### src/rtl/id_ex_stage_if.sv
// ID-to-EX bundle: decoded fields and control from ID, registered copies to EX,
// plus the load-use stall request and the bubble counter.
interface id_ex_stage_if #(
    parameter int XLEN  = 32,
    parameter int CNT_W = 16
);
    logic             hold_i;
    logic             flush_i;
    logic             id_valid;
    logic [XLEN-1:0]  id_pc;
    logic [XLEN-1:0]  id_rs1_data;
    logic [XLEN-1:0]  id_rs2_data;
    logic [XLEN-1:0]  id_imm;
    logic [4:0]       id_rs1;
    logic [4:0]       id_rs2;
    logic [4:0]       id_rd;
    logic             id_regwrite;
    logic             id_memread;
    logic             id_memwrite;
    logic             id_memtoreg;
    logic             id_alusrc;
    logic [3:0]       id_aluop;

    logic             stall_o;
    logic             ex_valid;
    logic [XLEN-1:0]  ex_pc;
    logic [XLEN-1:0]  ex_rs1_data;
    logic [XLEN-1:0]  ex_rs2_data;
    logic [XLEN-1:0]  ex_imm;
    logic [4:0]       ex_rs1;
    logic [4:0]       ex_rs2;
    logic [4:0]       ex_rd;
    logic             ex_regwrite;
    logic             ex_memread;
    logic             ex_memwrite;
    logic             ex_memtoreg;
    logic             ex_alusrc;
    logic [3:0]       ex_aluop;
    logic [CNT_W-1:0] bubble_cnt;

    modport master (
        output hold_i, flush_i, id_valid, id_pc, id_rs1_data, id_rs2_data, id_imm,
               id_rs1, id_rs2, id_rd, id_regwrite, id_memread, id_memwrite,
               id_memtoreg, id_alusrc, id_aluop,
        input  stall_o, ex_valid, ex_pc, ex_rs1_data, ex_rs2_data, ex_imm,
               ex_rs1, ex_rs2, ex_rd, ex_regwrite, ex_memread, ex_memwrite,
               ex_memtoreg, ex_alusrc, ex_aluop, bubble_cnt
    );

    modport slave (
        input  hold_i, flush_i, id_valid, id_pc, id_rs1_data, id_rs2_data, id_imm,
               id_rs1, id_rs2, id_rd, id_regwrite, id_memread, id_memwrite,
               id_memtoreg, id_alusrc, id_aluop,
        output stall_o, ex_valid, ex_pc, ex_rs1_data, ex_rs2_data, ex_imm,
               ex_rs1, ex_rs2, ex_rd, ex_regwrite, ex_memread, ex_memwrite,
               ex_memtoreg, ex_alusrc, ex_aluop, bubble_cnt
    );
endinterface

### src/rtl/id_ex_stage.sv
// ID/EX pipeline register with load-use hazard detection, flush/hold handling and
// a saturating bubble counter. Define LOAD_USE_DETECT_EN to enable the load-use stall.
module id_ex_stage #(
    parameter int XLEN  = 32,
    parameter int CNT_W = 16
) (
    input logic          clk,
    input logic          rst,
    id_ex_stage_if.slave bus
);
    logic [XLEN-1:0]  r_pc;
    logic [XLEN-1:0]  r_rs1_data;
    logic [XLEN-1:0]  r_rs2_data;
    logic [XLEN-1:0]  r_imm;
    logic [4:0]       r_rs1;
    logic [4:0]       r_rs2;
    logic [4:0]       r_rd;
    logic             r_valid;
    logic             r_regwrite;
    logic             r_memread;
    logic             r_memwrite;
    logic             r_memtoreg;
    logic             r_alusrc;
    logic [3:0]       r_aluop;
    logic [CNT_W-1:0] r_bubble_cnt;

    logic w_lu;
    logic w_bubble;
    logic w_cnt_sat;

`ifdef LOAD_USE_DETECT_EN
    logic w_rs1_hit;
    logic w_rs2_hit;

    // rs2 only matters when it is really read: register-register ops or store data.
    assign w_rs1_hit = (r_rd == bus.id_rs1);
    assign w_rs2_hit = (r_rd == bus.id_rs2) && (!bus.id_alusrc || bus.id_memwrite);
    assign w_lu      = bus.id_valid && r_valid && r_memread && (r_rd != 5'd0)
                       && (w_rs1_hit || w_rs2_hit);
`else
    assign w_lu = 1'b0;
`endif

    assign bus.stall_o = w_lu & ~bus.hold_i & ~bus.flush_i;
    assign w_bubble    = bus.flush_i | w_lu;
    assign w_cnt_sat   = &r_bubble_cnt;

    always_ff @(posedge clk) begin
        if (rst) begin
            r_pc         <= '0;
            r_rs1_data   <= '0;
            r_rs2_data   <= '0;
            r_imm        <= '0;
            r_rs1        <= '0;
            r_rs2        <= '0;
            r_rd         <= '0;
            r_valid      <= 1'b0;
            r_regwrite   <= 1'b0;
            r_memread    <= 1'b0;
            r_memwrite   <= 1'b0;
            r_memtoreg   <= 1'b0;
            r_alusrc     <= 1'b0;
            r_aluop      <= '0;
            r_bubble_cnt <= '0;
        end else if (!bus.hold_i) begin
            r_pc       <= bus.id_pc;
            r_rs1_data <= bus.id_rs1_data;
            r_rs2_data <= bus.id_rs2_data;
            r_imm      <= bus.id_imm;
            r_rs1      <= bus.id_rs1;
            r_rs2      <= bus.id_rs2;
            r_rd       <= bus.id_rd;
            if (w_bubble) begin
                // Bubble kills every side effect but keeps the datapath fields flowing.
                r_valid    <= 1'b0;
                r_regwrite <= 1'b0;
                r_memread  <= 1'b0;
                r_memwrite <= 1'b0;
                r_memtoreg <= 1'b0;
                r_alusrc   <= bus.id_alusrc;
                r_aluop    <= '0;
                if (!w_cnt_sat) begin
                    r_bubble_cnt <= r_bubble_cnt + CNT_W'(1);
                end
            end else begin
                r_valid    <= bus.id_valid;
                r_regwrite <= bus.id_valid & bus.id_regwrite;
                r_memread  <= bus.id_valid & bus.id_memread;
                r_memwrite <= bus.id_valid & bus.id_memwrite;
                r_memtoreg <= bus.id_valid & bus.id_memtoreg;
                r_alusrc   <= bus.id_valid & bus.id_alusrc;
                r_aluop    <= bus.id_valid ? bus.id_aluop : 4'd0;
            end
        end
    end

    assign bus.ex_valid    = r_valid;
    assign bus.ex_pc       = r_pc;
    assign bus.ex_rs1_data = r_rs1_data;
    assign bus.ex_rs2_data = r_rs2_data;
    assign bus.ex_imm      = r_imm;
    assign bus.ex_rs1      = r_rs1;
    assign bus.ex_rs2      = r_rs2;
    assign bus.ex_rd       = r_rd;
    assign bus.ex_regwrite = r_regwrite;
    assign bus.ex_memread  = r_memread;
    assign bus.ex_memwrite = r_memwrite;
    assign bus.ex_memtoreg = r_memtoreg;
    assign bus.ex_alusrc   = r_alusrc;
    assign bus.ex_aluop    = r_aluop;
    assign bus.bubble_cnt  = r_bubble_cnt;
endmodule

### src/flat_wrapper.sv
// flat-port wrapper written by rule: the top's interface ports become plain ports
module id_ex_stage_flat 
#(
    parameter int XLEN  = 32,
    parameter int CNT_W = 16
)
  (clk, rst, bus_hold_i, bus_flush_i, bus_id_valid, bus_id_pc, bus_id_rs1_data, bus_id_rs2_data, bus_id_imm, bus_id_rs1, bus_id_rs2, bus_id_rd, bus_id_regwrite, bus_id_memread, bus_id_memwrite, bus_id_memtoreg, bus_id_alusrc, bus_id_aluop, bus_stall_o, bus_ex_valid, bus_ex_pc, bus_ex_rs1_data, bus_ex_rs2_data, bus_ex_imm, bus_ex_rs1, bus_ex_rs2, bus_ex_rd, bus_ex_regwrite, bus_ex_memread, bus_ex_memwrite, bus_ex_memtoreg, bus_ex_alusrc, bus_ex_aluop, bus_bubble_cnt);
  id_ex_stage_if #(.XLEN(XLEN), .CNT_W(CNT_W)) bus_i ();
  input logic clk;
  input logic rst;
  input wire logic [$bits(bus_i.hold_i)-1:0] bus_hold_i;
  input wire logic [$bits(bus_i.flush_i)-1:0] bus_flush_i;
  input wire logic [$bits(bus_i.id_valid)-1:0] bus_id_valid;
  input wire logic [$bits(bus_i.id_pc)-1:0] bus_id_pc;
  input wire logic [$bits(bus_i.id_rs1_data)-1:0] bus_id_rs1_data;
  input wire logic [$bits(bus_i.id_rs2_data)-1:0] bus_id_rs2_data;
  input wire logic [$bits(bus_i.id_imm)-1:0] bus_id_imm;
  input wire logic [$bits(bus_i.id_rs1)-1:0] bus_id_rs1;
  input wire logic [$bits(bus_i.id_rs2)-1:0] bus_id_rs2;
  input wire logic [$bits(bus_i.id_rd)-1:0] bus_id_rd;
  input wire logic [$bits(bus_i.id_regwrite)-1:0] bus_id_regwrite;
  input wire logic [$bits(bus_i.id_memread)-1:0] bus_id_memread;
  input wire logic [$bits(bus_i.id_memwrite)-1:0] bus_id_memwrite;
  input wire logic [$bits(bus_i.id_memtoreg)-1:0] bus_id_memtoreg;
  input wire logic [$bits(bus_i.id_alusrc)-1:0] bus_id_alusrc;
  input wire logic [$bits(bus_i.id_aluop)-1:0] bus_id_aluop;
  output wire logic [$bits(bus_i.stall_o)-1:0] bus_stall_o;
  output wire logic [$bits(bus_i.ex_valid)-1:0] bus_ex_valid;
  output wire logic [$bits(bus_i.ex_pc)-1:0] bus_ex_pc;
  output wire logic [$bits(bus_i.ex_rs1_data)-1:0] bus_ex_rs1_data;
  output wire logic [$bits(bus_i.ex_rs2_data)-1:0] bus_ex_rs2_data;
  output wire logic [$bits(bus_i.ex_imm)-1:0] bus_ex_imm;
  output wire logic [$bits(bus_i.ex_rs1)-1:0] bus_ex_rs1;
  output wire logic [$bits(bus_i.ex_rs2)-1:0] bus_ex_rs2;
  output wire logic [$bits(bus_i.ex_rd)-1:0] bus_ex_rd;
  output wire logic [$bits(bus_i.ex_regwrite)-1:0] bus_ex_regwrite;
  output wire logic [$bits(bus_i.ex_memread)-1:0] bus_ex_memread;
  output wire logic [$bits(bus_i.ex_memwrite)-1:0] bus_ex_memwrite;
  output wire logic [$bits(bus_i.ex_memtoreg)-1:0] bus_ex_memtoreg;
  output wire logic [$bits(bus_i.ex_alusrc)-1:0] bus_ex_alusrc;
  output wire logic [$bits(bus_i.ex_aluop)-1:0] bus_ex_aluop;
  output wire logic [$bits(bus_i.bubble_cnt)-1:0] bus_bubble_cnt;
  assign bus_i.hold_i = bus_hold_i;
  assign bus_i.flush_i = bus_flush_i;
  assign bus_i.id_valid = bus_id_valid;
  assign bus_i.id_pc = bus_id_pc;
  assign bus_i.id_rs1_data = bus_id_rs1_data;
  assign bus_i.id_rs2_data = bus_id_rs2_data;
  assign bus_i.id_imm = bus_id_imm;
  assign bus_i.id_rs1 = bus_id_rs1;
  assign bus_i.id_rs2 = bus_id_rs2;
  assign bus_i.id_rd = bus_id_rd;
  assign bus_i.id_regwrite = bus_id_regwrite;
  assign bus_i.id_memread = bus_id_memread;
  assign bus_i.id_memwrite = bus_id_memwrite;
  assign bus_i.id_memtoreg = bus_id_memtoreg;
  assign bus_i.id_alusrc = bus_id_alusrc;
  assign bus_i.id_aluop = bus_id_aluop;
  assign bus_stall_o = bus_i.stall_o;
  assign bus_ex_valid = bus_i.ex_valid;
  assign bus_ex_pc = bus_i.ex_pc;
  assign bus_ex_rs1_data = bus_i.ex_rs1_data;
  assign bus_ex_rs2_data = bus_i.ex_rs2_data;
  assign bus_ex_imm = bus_i.ex_imm;
  assign bus_ex_rs1 = bus_i.ex_rs1;
  assign bus_ex_rs2 = bus_i.ex_rs2;
  assign bus_ex_rd = bus_i.ex_rd;
  assign bus_ex_regwrite = bus_i.ex_regwrite;
  assign bus_ex_memread = bus_i.ex_memread;
  assign bus_ex_memwrite = bus_i.ex_memwrite;
  assign bus_ex_memtoreg = bus_i.ex_memtoreg;
  assign bus_ex_alusrc = bus_i.ex_alusrc;
  assign bus_ex_aluop = bus_i.ex_aluop;
  assign bus_bubble_cnt = bus_i.bubble_cnt;
  id_ex_stage #(.XLEN(XLEN), .CNT_W(CNT_W)) u_core (.clk(clk), .rst(rst), .bus(bus_i));
endmodule
### config.mk
export PLATFORM = sky130hd
export DESIGN_NAME = id_ex_stage_flat
export DESIGN_NICKNAME = d
export VERILOG_FILES = /design/src/rtl/id_ex_stage_if.sv /design/src/rtl/id_ex_stage.sv /design/src/flat_wrapper.sv
export SDC_FILE = /design/constraint.sdc
export NUM_CORES = 1
export LEC_CHECK = 0
export CAP_MARGIN = 5
export CORE_AREA = 2 2 128 130
export CTS_CLUSTER_SIZE = 40
export DETAILED_ROUTE_END_ITERATION = 8
export DIE_AREA = 0 0 130 132
export PLACE_DENSITY = 0.8
export SYNTH_ARGS = -nofsm -noshare
export SYNTH_HDL_FRONTEND = slang
export SYNTH_SLANG_ARGS = --single-unit
### constraint.sdc
create_clock -name clk -period 3.87 [get_ports clk]
set_clock_uncertainty 0.05 [all_clocks]
set_input_delay 0.387 -clock clk [delete_from_list [all_inputs] [get_ports clk]]
set_output_delay 0.387 -clock clk [all_outputs]
set_load 0.005 [all_outputs]
==> results of run 1 <==
## flip-flops by register name, indices dropped and copies added (netlist names)
register / count
u_core.bus.ex_imm: 32
u_core.bus.ex_pc: 32
u_core.bus.ex_rs1_data: 32
u_core.bus.ex_rs2_data: 32
u_core.bus.bubble_cnt: 16
u_core.bus.ex_rd: 5
u_core.bus.ex_rs1: 5
u_core.bus.ex_rs2: 5
u_core.bus.ex_aluop: 4
u_core.bus.ex_alusrc: 1
u_core.bus.ex_memread: 1
u_core.bus.ex_memtoreg: 1
u_core.bus.ex_memwrite: 1
u_core.bus.ex_regwrite: 1
u_core.bus.ex_valid: 1
## cell families (layout without fill, tap and decap cells)
logic type / Yosys count / in the layout
AO/OA/AOI/OAI: 33 / 33
flip-flops: 169 / 169
XOR/XNOR: 1 / 1
adder cells (fa/ha/maj): 1 / 1
multiplexers: 147 / 147
other: 1 / 1
buffers and inverters: 41 / 362
AND/OR/NAND/NOR: 201 / 201
## report_power, final
part	internal [mW]	leakage [nW]	switching (mW)	total, mW
clock	0.909	0.267	0.716	1.62
sequential	1.83	1.39	0.0465	1.88
combinational	0.382	2.50	0.201	0.582
total	3.12	4.16	0.963	4.09
## tightest hold or removal path, delay by kind of cell
kind	cells	cell delay (ns)
buf+inv	1	0.23
compound gates	1	0.10
simple gates	1	0.07
## synthesized netlist by cell type (2+ instances only)
master    count  area share
nor2_1      160       0.098
nor3b_1       2      0.0025
nand2b_1      3      0.0031
nand2_1       5      0.0031
mux2_2        3      0.0055
nor4_1        2      0.0020
nor2b_1       3      0.0031
or2_2         2      0.0020
or4_1         3      0.0037
mux2i_1     144        0.24
inv_1         2      0.0012
or3_1         6      0.0061
a21oi_1      12      0.0098
nor3_1        3      0.0025
o21ai_0       7      0.0057
buf_1        20       0.012
a22oi_1       8      0.0098
o31ai_1       4      0.0049
dfxtp_1     169        0.55
nand3_1       3      0.0025
nand4_1       4      0.0041
clkbuf_1     18       0.011
## layout make-up
class / count / area [µm²]
Inverter: 2 / 7.507
Sequential cell: 169 / 3383
Multi-Input combinational cell: 384 / 2579
Clock inverter: 13 / 118.9
Timing Repair Buffer: 328 / 3302
Tap cell: 216 / 270.3
Clock buffer: 19 / 442.9
Fill cell: 1297 / 5609
## placed cells by master, fill, tap and decap left out, types with 2 or more instances in the layout
master and n:
nor3_1 3, clkbuf_16 17, or3_1 6, mux2i_1 144, o31ai_1 4, nor4_1 2
inv_1 2, nand4_1 4, clkbuf_8 2, clkinvlp_4 4, clkdlybuf4s50_1 323, buf_12 2
nor2_1 160, nand2_1 5, or2_2 2, o21ai_0 7, a22oi_1 8, nand2b_1 3
dfxtp_1 169, clkinv_2 3, inv_6 4, mux2_2 3, nand3_1 3, or4_1 3
buf_4 2, nor2b_1 3, a21oi_1 12
## layer usage
layer | track usage | wire length (µm)
met3 | 0.09740 | 2147
met5 | 0 | 0
met1 | 0.2095 | 6796
met2 | 0.3485 | 8689
met4 | 0.06511 | 286
## metrics by stage
stage               cell area (µm²)  hold slack (ns)  utilization  instances
floorplan                      6115           0.4322            -        594
global placement               9542           0.4211       0.6073       1099
detailed placement             9542           0.4330       0.6073       1099
CTS                           10100           0.3542       0.6430       1131
global route                  10100           0.3916       0.6430       1131
finish                        10100           0.3697       0.6430       1131
## final timing paths
check	endpoint	cells after the start	slack, ns
hold / removal	u_core.bus.ex_alusrc$_SDFFE_PP0N_	3	0.37
hold reg to reg	u_core.bus.ex_imm[4]$_SDFFE_PP0N_	2	0.44
setup reg to reg	u_core.bus.bubble_cnt[6]$_SDFFE_PP0P_	4	1.74
setup / recovery	u_core.bus.bubble_cnt[6]$_SDFFE_PP0P_	4	1.74
==> out/qor.yml, run 1 <==
status: "finished clean"
worst-path-buf-inv: 0
synth_top_family_by_area: "multiplexers"
antenna_found_initial: 0
ys_warn_count: 0
synth_ff_type: "dfxtp_1"
syn2layout_area_growth_pct: 65.23
rows: 46
r2r_start: "u_core.bus.bubble_cnt[8]$_SDFFE_PP0P_"
ys_seq_area_frac: 0.5533
crit_type: "reg2reg"
dieArea_um2: 17160
preCtsSetupSlack_ns: 1.388
grt_pass1_wl_um: 26870
syn_area_um2: 6115
fmax_mhz: 468.5
path_cells: "nand4_1 > o41ai_1 > o21ai_0 > a21oi_1"
drt-pass1-iter-count: 5
port_buffers: 325
synth-async-reset-ratio: 0
hold_path.class: "in2reg"
gp_congestion: 0.8384
tritoncts: "done"
slew_headroom: 0.2358
htreeDepth: 4
clock_latency_ns: 0.42
ant_nets: 0
place_hpwl_um: 12870
max-vdd-ir-drop_mv: 0.2815
clock-sinks: 169
wl_um: 17920
hp-start: "bus_hold_i"
postCtsHoldBufs: 0
worstMarginPinSlew_ns: 1.146
avgSynthCellArea_um2: 10.29
slowest_stage: "o41ai_1"
cp-end-kind: "flip-flop"
max_cap_viol_count: 0
hold_viol_final: 0
wl_per_cell_um: 15.84
grt_max_degree: 138
ys_types: 33
setup_tns_ns: 0
synth_nets: 752
ys_seq_elements: 169
fin_crit_sh: 0.5515
power_mw: 4.086
root_buffer: "clkbuf_16"
synth_xor_xnor_area_share: 0.001432
cts_buffers: 17
post_cts_buffers: 0
leakage_nw: 4.160
required_ns: 4.15
synth-simple-area-share: 0.1428
cp_slowest_stage_delay_ns: 0.86
worst_slack_ns: 1.736
synth_edf_count: 0
ios: 327
critPathLaunchType: "flip-flop"
finalSetupViolations: 0
synth_compound_area_frac: 0.03274
path_clk_slew_ns: 0.06
track_usage: 0.2001
synth_fa_ha_area_frac: 0.002046
dieHeight_um: 132
worstSetupStartpoint: "u_core.bus.bubble_cnt[8]$_SDFFE_PP0P_"
drt-initial-drc-count: 187
clk_path_buf_depth: 2
drv_slew: 0
critPathTopFamily: "compound AO/OA/AOI/OAI gates"
ctsResizeCount: 0
drc: 0
cp.arrival_ns: 2.41
syn_inst: 594
start_util: 0.3892
grt_pass1_vias: 5234
nets: 1060
cellPowerDensity_nw_per_um2: 404.4
diodes: 0
core-area_um2: 15710
vias: 5328
grt_setup_unrepaired: "false"
period_needed_ns: 2.134
critPathMaxFanout: 7
die_w_um: 130
vias_per_cell: 4.711
gr-total-overflow: 0
muxShareOfSynthArea: 0.2413
drive_gt1_frac: 0.04809
Power figures use the tool's default switching activity.
==> inputs of run 2 (changes only) <==
--- a/config.mk
+++ b/config.mk
@@ -6,11 +6,11 @@
 export NUM_CORES = 1
 export LEC_CHECK = 0
 export CAP_MARGIN = 5
-export CORE_AREA = 2 2 128 130
+export CORE_MARGIN = 2
+export CORE_UTILIZATION = 35
 export CTS_CLUSTER_SIZE = 40
 export DETAILED_ROUTE_END_ITERATION = 8
-export DIE_AREA = 0 0 130 132
-export PLACE_DENSITY = 0.8
+export PLACE_DENSITY = 0.76
 export SYNTH_ARGS = -nofsm -noshare
 export SYNTH_HDL_FRONTEND = slang
 export SYNTH_SLANG_ARGS = --single-unit
==> constraint.sdc (replaced) <==
create_clock -name clk -period 1.8 [get_ports clk]
set_clock_uncertainty 0.05 [all_clocks]
set_input_delay 0.18 -clock clk [delete_from_list [all_inputs] [get_ports clk]]
set_output_delay 0.18 -clock clk [all_outputs]
set_load 0.005 [all_outputs]
==> run 2 against run 1 <==
Cell count grew 3.6%. Setup slack lost 1.7 ns. Global-route usage shrank 1.5 points. Sequential cell count is the same. Sequential power grew 110%. Critical endpoint is now u_core.bus.bubble_cnt[12]$_SDFFE_PP0P_. Cell area grew 3.5%. Power grew 110%. Critical path type unchanged. Combinational power grew 120%.
==> out/qor.yml, run 2 (synthesis results as in run 1) <==
grt_setup_unrepaired: "true"
worstMarginPinSlew_ns: 0.8054
ios: 327
layout.cells.non_filler: 1172
dp.cells: 1142
crit_type: "reg2reg"
drc: 0
vias: 5441
critPathMaxFanout: 3
die_w_um: 136.2
vias_per_cell: 4.642
slew_headroom: 0.4631
port_buffers: 325
drt-initial-drc-count: 187
required_ns: 2.10
cp-end-kind: "flip-flop"
status: "finished clean"
critPathLaunchType: "flip-flop"
hold_slack_ns: 0.1379
ant_nets: 0
setup_tns_ns: 0
wl_per_cell_um: 15.51
hold_path.class: "in2reg"
p_switching_mw: 2.072
clock-sinks: 169
grt_pass1_wl_um: 26690
place_hpwl_um: 13330
clock_latency_ns: 0.42
p_comb_frac: 0.145
hp-start: "rst"
slowest_stage: "or3b_4"
grt_pass1_vias: 5229
dieArea_um2: 18540
swShare: 0.2367
hold_viol_final: 0
antenna_found_initial: 0
path_cells: "ha_4 > and3b_1 > or3b_4 > buf_6 > or3_4 > a21oi_2"
fin_crit_sh: 0.9865
root_buffer: "clkbuf_16"
grt_max_degree: 57
drt-pass1-iter-count: 4
wl_um: 18180
gp_congestion: 0.8078
drive_gt1_frac: 0.09715
cts_buffers: 17
postLayoutCoreUtil: 0.6086
rows: 48
pwr-share-clk: 0.394
dieHeight_um: 136.2
mostFrequentLayoutCell: "clkdlybuf4s50_1"
path_clk_slew_ns: 0.07
period_needed_ns: 1.776
mostFrequentLayoutCells: "clkdlybuf4s50_1, dfxtp_1, nor2_1, mux2i_1, buf_4"
syn2layout_area_growth_pct: 70.96
worst-path-buf-inv: 1
track_usage: 0.1854
fmax_mhz: 563.1
finalSetupViolations: 0
p_seq_frac: 0.461
core-area_um2: 17180
p_int_mw: 6.681
worstSetupStartpoint: "u_core.bus.bubble_cnt[0]$_SDFFE_PP0P_"
htreeDepth: 4
max-vdd-ir-drop_mv: 0.6319
critPathTopFamily: "simple AND/OR/NAND/NOR gates"
cp_slowest_stage_delay_ns: 0.41
cp.arrival_ns: 2.08
start_util: 0.3560
tritoncts: "done"
gr-total-overflow: 0
diodes: 0
clk_path_buf_depth: 2
leakage_nw: 4.344
cellPowerDensity_nw_per_um2: 837.3
n_fill_cell: 1506
r2r_start: "u_core.bus.bubble_cnt[0]$_SDFFE_PP0P_"
drv_slew: 0
nets: 1094
max_cap_viol_count: 0
## run 2: changes by cell type in the layout (fill, tap and decap cells not counted), sizes merged
cell      before  now
inv            6    7
clkinvlp       4    2
buf            4   38
clkinv         4    5
clkbuf        20   18
## run 2: what timing repair did
item	4_1_cts	5_1_grt
hold buffers	0	0
setup buffers	0	0
cloned	0	0
resized for setup	2	13
pin swaps	1	4
setup endpoints to repair	4	9
## run 2: cell type report
type | count | area [µm²] | area share
clock buffers | 17 | 425.4 | 0.04069
clock inverters | 13 | 121.4 | 0.01161
inverters | 2 | 7.507 | 0.0007181
multi-input cells | 384 | 2648 | 0.2533
flip-flops and latches | 169 | 3393 | 0.3246
well taps | 225 | 281.5 | 0.02693
repair buffers | 362 | 3577 | 0.3422
## run 2: through the flow
stage               cell area (µm²)  total power [mW]  setup slack [ns]
floorplan                      6131             4.550         -0.003633
global placement               9831             5.380           -0.3359
detailed placement             9831             5.400           -0.3617
CTS                           10380             8.872         -0.008136
global route                  10450             9.088          -0.02856
finish                        10450             8.753           0.02425
## run 2: final timing paths
kind                                                                end  cells after the start  slack (ns)
worst max-delay path             u_core.bus.bubble_cnt[12]$_SDFFE_PP0P_                      6        0.02
worst max register to register   u_core.bus.bubble_cnt[12]$_SDFFE_PP0P_                      6        0.02
worst min-delay path            u_core.bus.ex_rs1_data[11]$_SDFFE_PP0N_                      2        0.14
worst min register to register        u_core.bus.ex_pc[16]$_SDFFE_PP0N_                      2        0.44
## run 2: per-layer routing
layer / up-vias / global-route usage / routed length (µm) / share of wire
met3: 18 / 0.09694 / 2248 / 0.12
met2: 226 / 0.3152 / 8788 / 0.48
met5: - / 0 / 0 / 0
met1: 2498 / 0.1958 / 6874 / 0.38
met4: 0 / 0.06655 / 268 / 0.015
li1: 2699 / - / - / -
## run 2: power groups by stage
stage          combinational (mW)  clock [mW]  sequential, mW
4_1_cts                      1.28        3.55            4.04
5_1_grt                      1.37        3.66            4.06
3_5_place_dp                 1.28           0            4.12
6_report                     1.27        3.44            4.04
3_3_place_gp                 1.27           0            4.11
2_1_floorplan               0.413           0            4.14
==> inputs of run 3 (changes only) <==
--- a/config.mk
+++ b/config.mk
@@ -10,7 +10,7 @@
 export CORE_UTILIZATION = 35
 export CTS_CLUSTER_SIZE = 40
 export DETAILED_ROUTE_END_ITERATION = 8
-export PLACE_DENSITY = 0.76
+export PLACE_DENSITY = 0.75
 export SYNTH_ARGS = -nofsm -noshare
 export SYNTH_HDL_FRONTEND = slang
 export SYNTH_SLANG_ARGS = --single-unit
==> run 3 against run 2 <==
Non-clock buffer count up 3. Worst hold slack worse by 0.0037 ns. Core utilization up 0.44 points. Setup slack got worse by 0.0054 ns. Clock power up 7.3%. Power increased by 2.9%. Register-to-register slack about the same. Maximum frequency fell by 0.31%. Critical path type unchanged. Critical endpoint is now u_core.bus.bubble_cnt[10]$_SDFFE_PP0P_. Largest power group unchanged. Highest routed layer unchanged.
==> out/qor.yml, run 3 (synthesis results as in run 1) <==
status: "finished clean"
antenna_found_initial: 0
ant_nets: 0
cellPowerDensity_nw_per_um2: 855.2
nets: 1097
hold_path.class: "in2reg"
required_ns: 2.10
p_comb_frac: 0.142
dieHeight_um: 136.2
path_clk_slew_ns: 0.07
vias_per_cell: 4.629
grt_pass1_vias: 5305
fmax_mhz: 561.4
pwr-share-clk: 0.410
postLayoutCoreUtil: 0.6130
track_usage: 0.1892
drv_slew: 0
syn2layout_area_growth_pct: 72.19
critPathMaxFanout: 4
clk_path_buf_depth: 2
slew_headroom: 0.6127
clock-sinks: 169
leakage_nw: 4.378
p_seq_frac: 0.449
ios: 327
rows: 48
drive_gt1_frac: 0.09664
crit_type: "reg2reg"
grt_pass1_wl_um: 27610
worstMarginPinSlew_ns: 0.5809
mostFrequentLayoutCell: "clkdlybuf4s50_1"
cp.arrival_ns: 2.08
swShare: 0.2309
gr-total-overflow: 0
drt-pass1-iter-count: 4
p_int_mw: 6.926
finalSetupViolations: 0
cp-end-kind: "flip-flop"
grt_max_degree: 68
p_switching_mw: 2.079
drc: 0
diodes: 0
die_w_um: 136.2
wl_um: 18040
period_needed_ns: 1.781
clock_latency_ns: 0.41
grt_setup_unrepaired: "true"
max-vdd-ir-drop_mv: 0.6020
hold_slack_ns: 0.1342
tritoncts: "done"
setup_tns_ns: 0
core-area_um2: 17180
dieArea_um2: 18540
root_buffer: "clkbuf_16"
cts_buffers: 17
critPathLaunchType: "flip-flop"
wl_per_cell_um: 15.33
n_fill_cell: 1487
drt-initial-drc-count: 214
place_hpwl_um: 13360
start_util: 0.3560
hold_viol_final: 0
port_buffers: 325
fin_crit_sh: 0.9896
vias: 5448
htreeDepth: 4
postCtsHoldBufs: 0
max_cap_viol_count: 0
gp_congestion: 0.8158
mostFrequentLayoutCells: "clkdlybuf4s50_1, dfxtp_1, nor2_1, mux2i_1, buf_4"
## run 3: cell count changes in the layout (fill, tap and decap cells not counted), moves of 2 or more
| cell | previous run | this run |
|---|---|---|
| inv_6 | 5 | 3 |
| clkinv_2 | 3 | 0 |
| clkbuf_1 | 0 | 2 |
| buf_4 | 33 | 35 |
| clkbuf_8 | 1 | 3 |
## run 3: final cells by class
cell class                      count  area (µm²)  share of cell area
Clock inverter                     11       137.6             0.01307
Inverter                            2       7.507           0.0007130
Timing Repair Buffer              365        3612              0.3431
Sequential cell                   169        3393              0.3223
Tap cell                          225       281.5             0.02674
Multi-Input combinational cell    384        2636              0.2504
Clock buffer                       21       460.4             0.04373
## run 3: power groups by stage
stage	combinational (mW)	sequential (mW)	clock, mW
final	1.27	4.04	3.69
after global routing	1.38	4.06	3.92
after CTS	1.29	4.04	3.80
after detailed placement	1.28	4.12	0
after global placement	1.27	4.12	0
after floorplan	0.413	4.14	0
## run 3: worst paths after layout
| check | start | endpoint | slack, ns | depth (start not counted) |
|---|---|---|---|---|
| hold reg to reg | u_core.bus.ex_imm[27]$_SDFFE_PP0N_ | u_core.bus.ex_imm[27]$_SDFFE_PP0N_ | 0.44 | 2 |
| setup / recovery | u_core.bus.bubble_cnt[0]$_SDFFE_PP0P_ | u_core.bus.bubble_cnt[10]$_SDFFE_PP0P_ | 0.02 | 6 |
| setup reg to reg | u_core.bus.bubble_cnt[0]$_SDFFE_PP0P_ | u_core.bus.bubble_cnt[10]$_SDFFE_PP0P_ | 0.02 | 6 |
| hold / removal | rst | u_core.bus.ex_rs2_data[22]$_SDFFE_PP0N_ | 0.13 | 2 |
## run 3: worst max-delay path: stages (launching register included)
cell and delay (ns):
dfxtp_4 0.38, ha_4 0.13, and3b_1 0.16, or3b_4 0.41
buf_6 0.13, or3_1 0.31, a21oi_2 0.14
## run 3: per-layer routing
layer  vias to the layer above  GRT usage  share of wire
li1                       2709          -              -
met1                      2488     0.2054           0.38
met2                       237     0.3236           0.48
met3                        14    0.09135           0.12
met4                         0    0.06134          0.013
met5                         -          0              0
## run 3: per-stage QoR
| stage | instances | power [mW] | instance area [µm²] | worst slack, ns |
|---|---|---|---|---|
| after global placement | 1142 | 5.389 | 9843 | -0.4010 |
| after detailed placement | 1142 | 5.406 | 9843 | -0.4257 |
| final | 1177 | 9.005 | 10530 | 0.01881 |
| after CTS | 1176 | 9.131 | 10470 | -0.0006566 |
| after floorplan | 594 | 4.550 | 6131 | -0.003633 |
| after global routing | 1177 | 9.369 | 10530 | -0.03029 |
## run 3: timing repair
item / 4_1_cts / 5_1_grt
pin swaps: 2 / 8
gates cloned: 0 / 0
setup endpoints to repair: 4 / 13
setup buffers: 2 / 1
resized for setup: 2 / 11
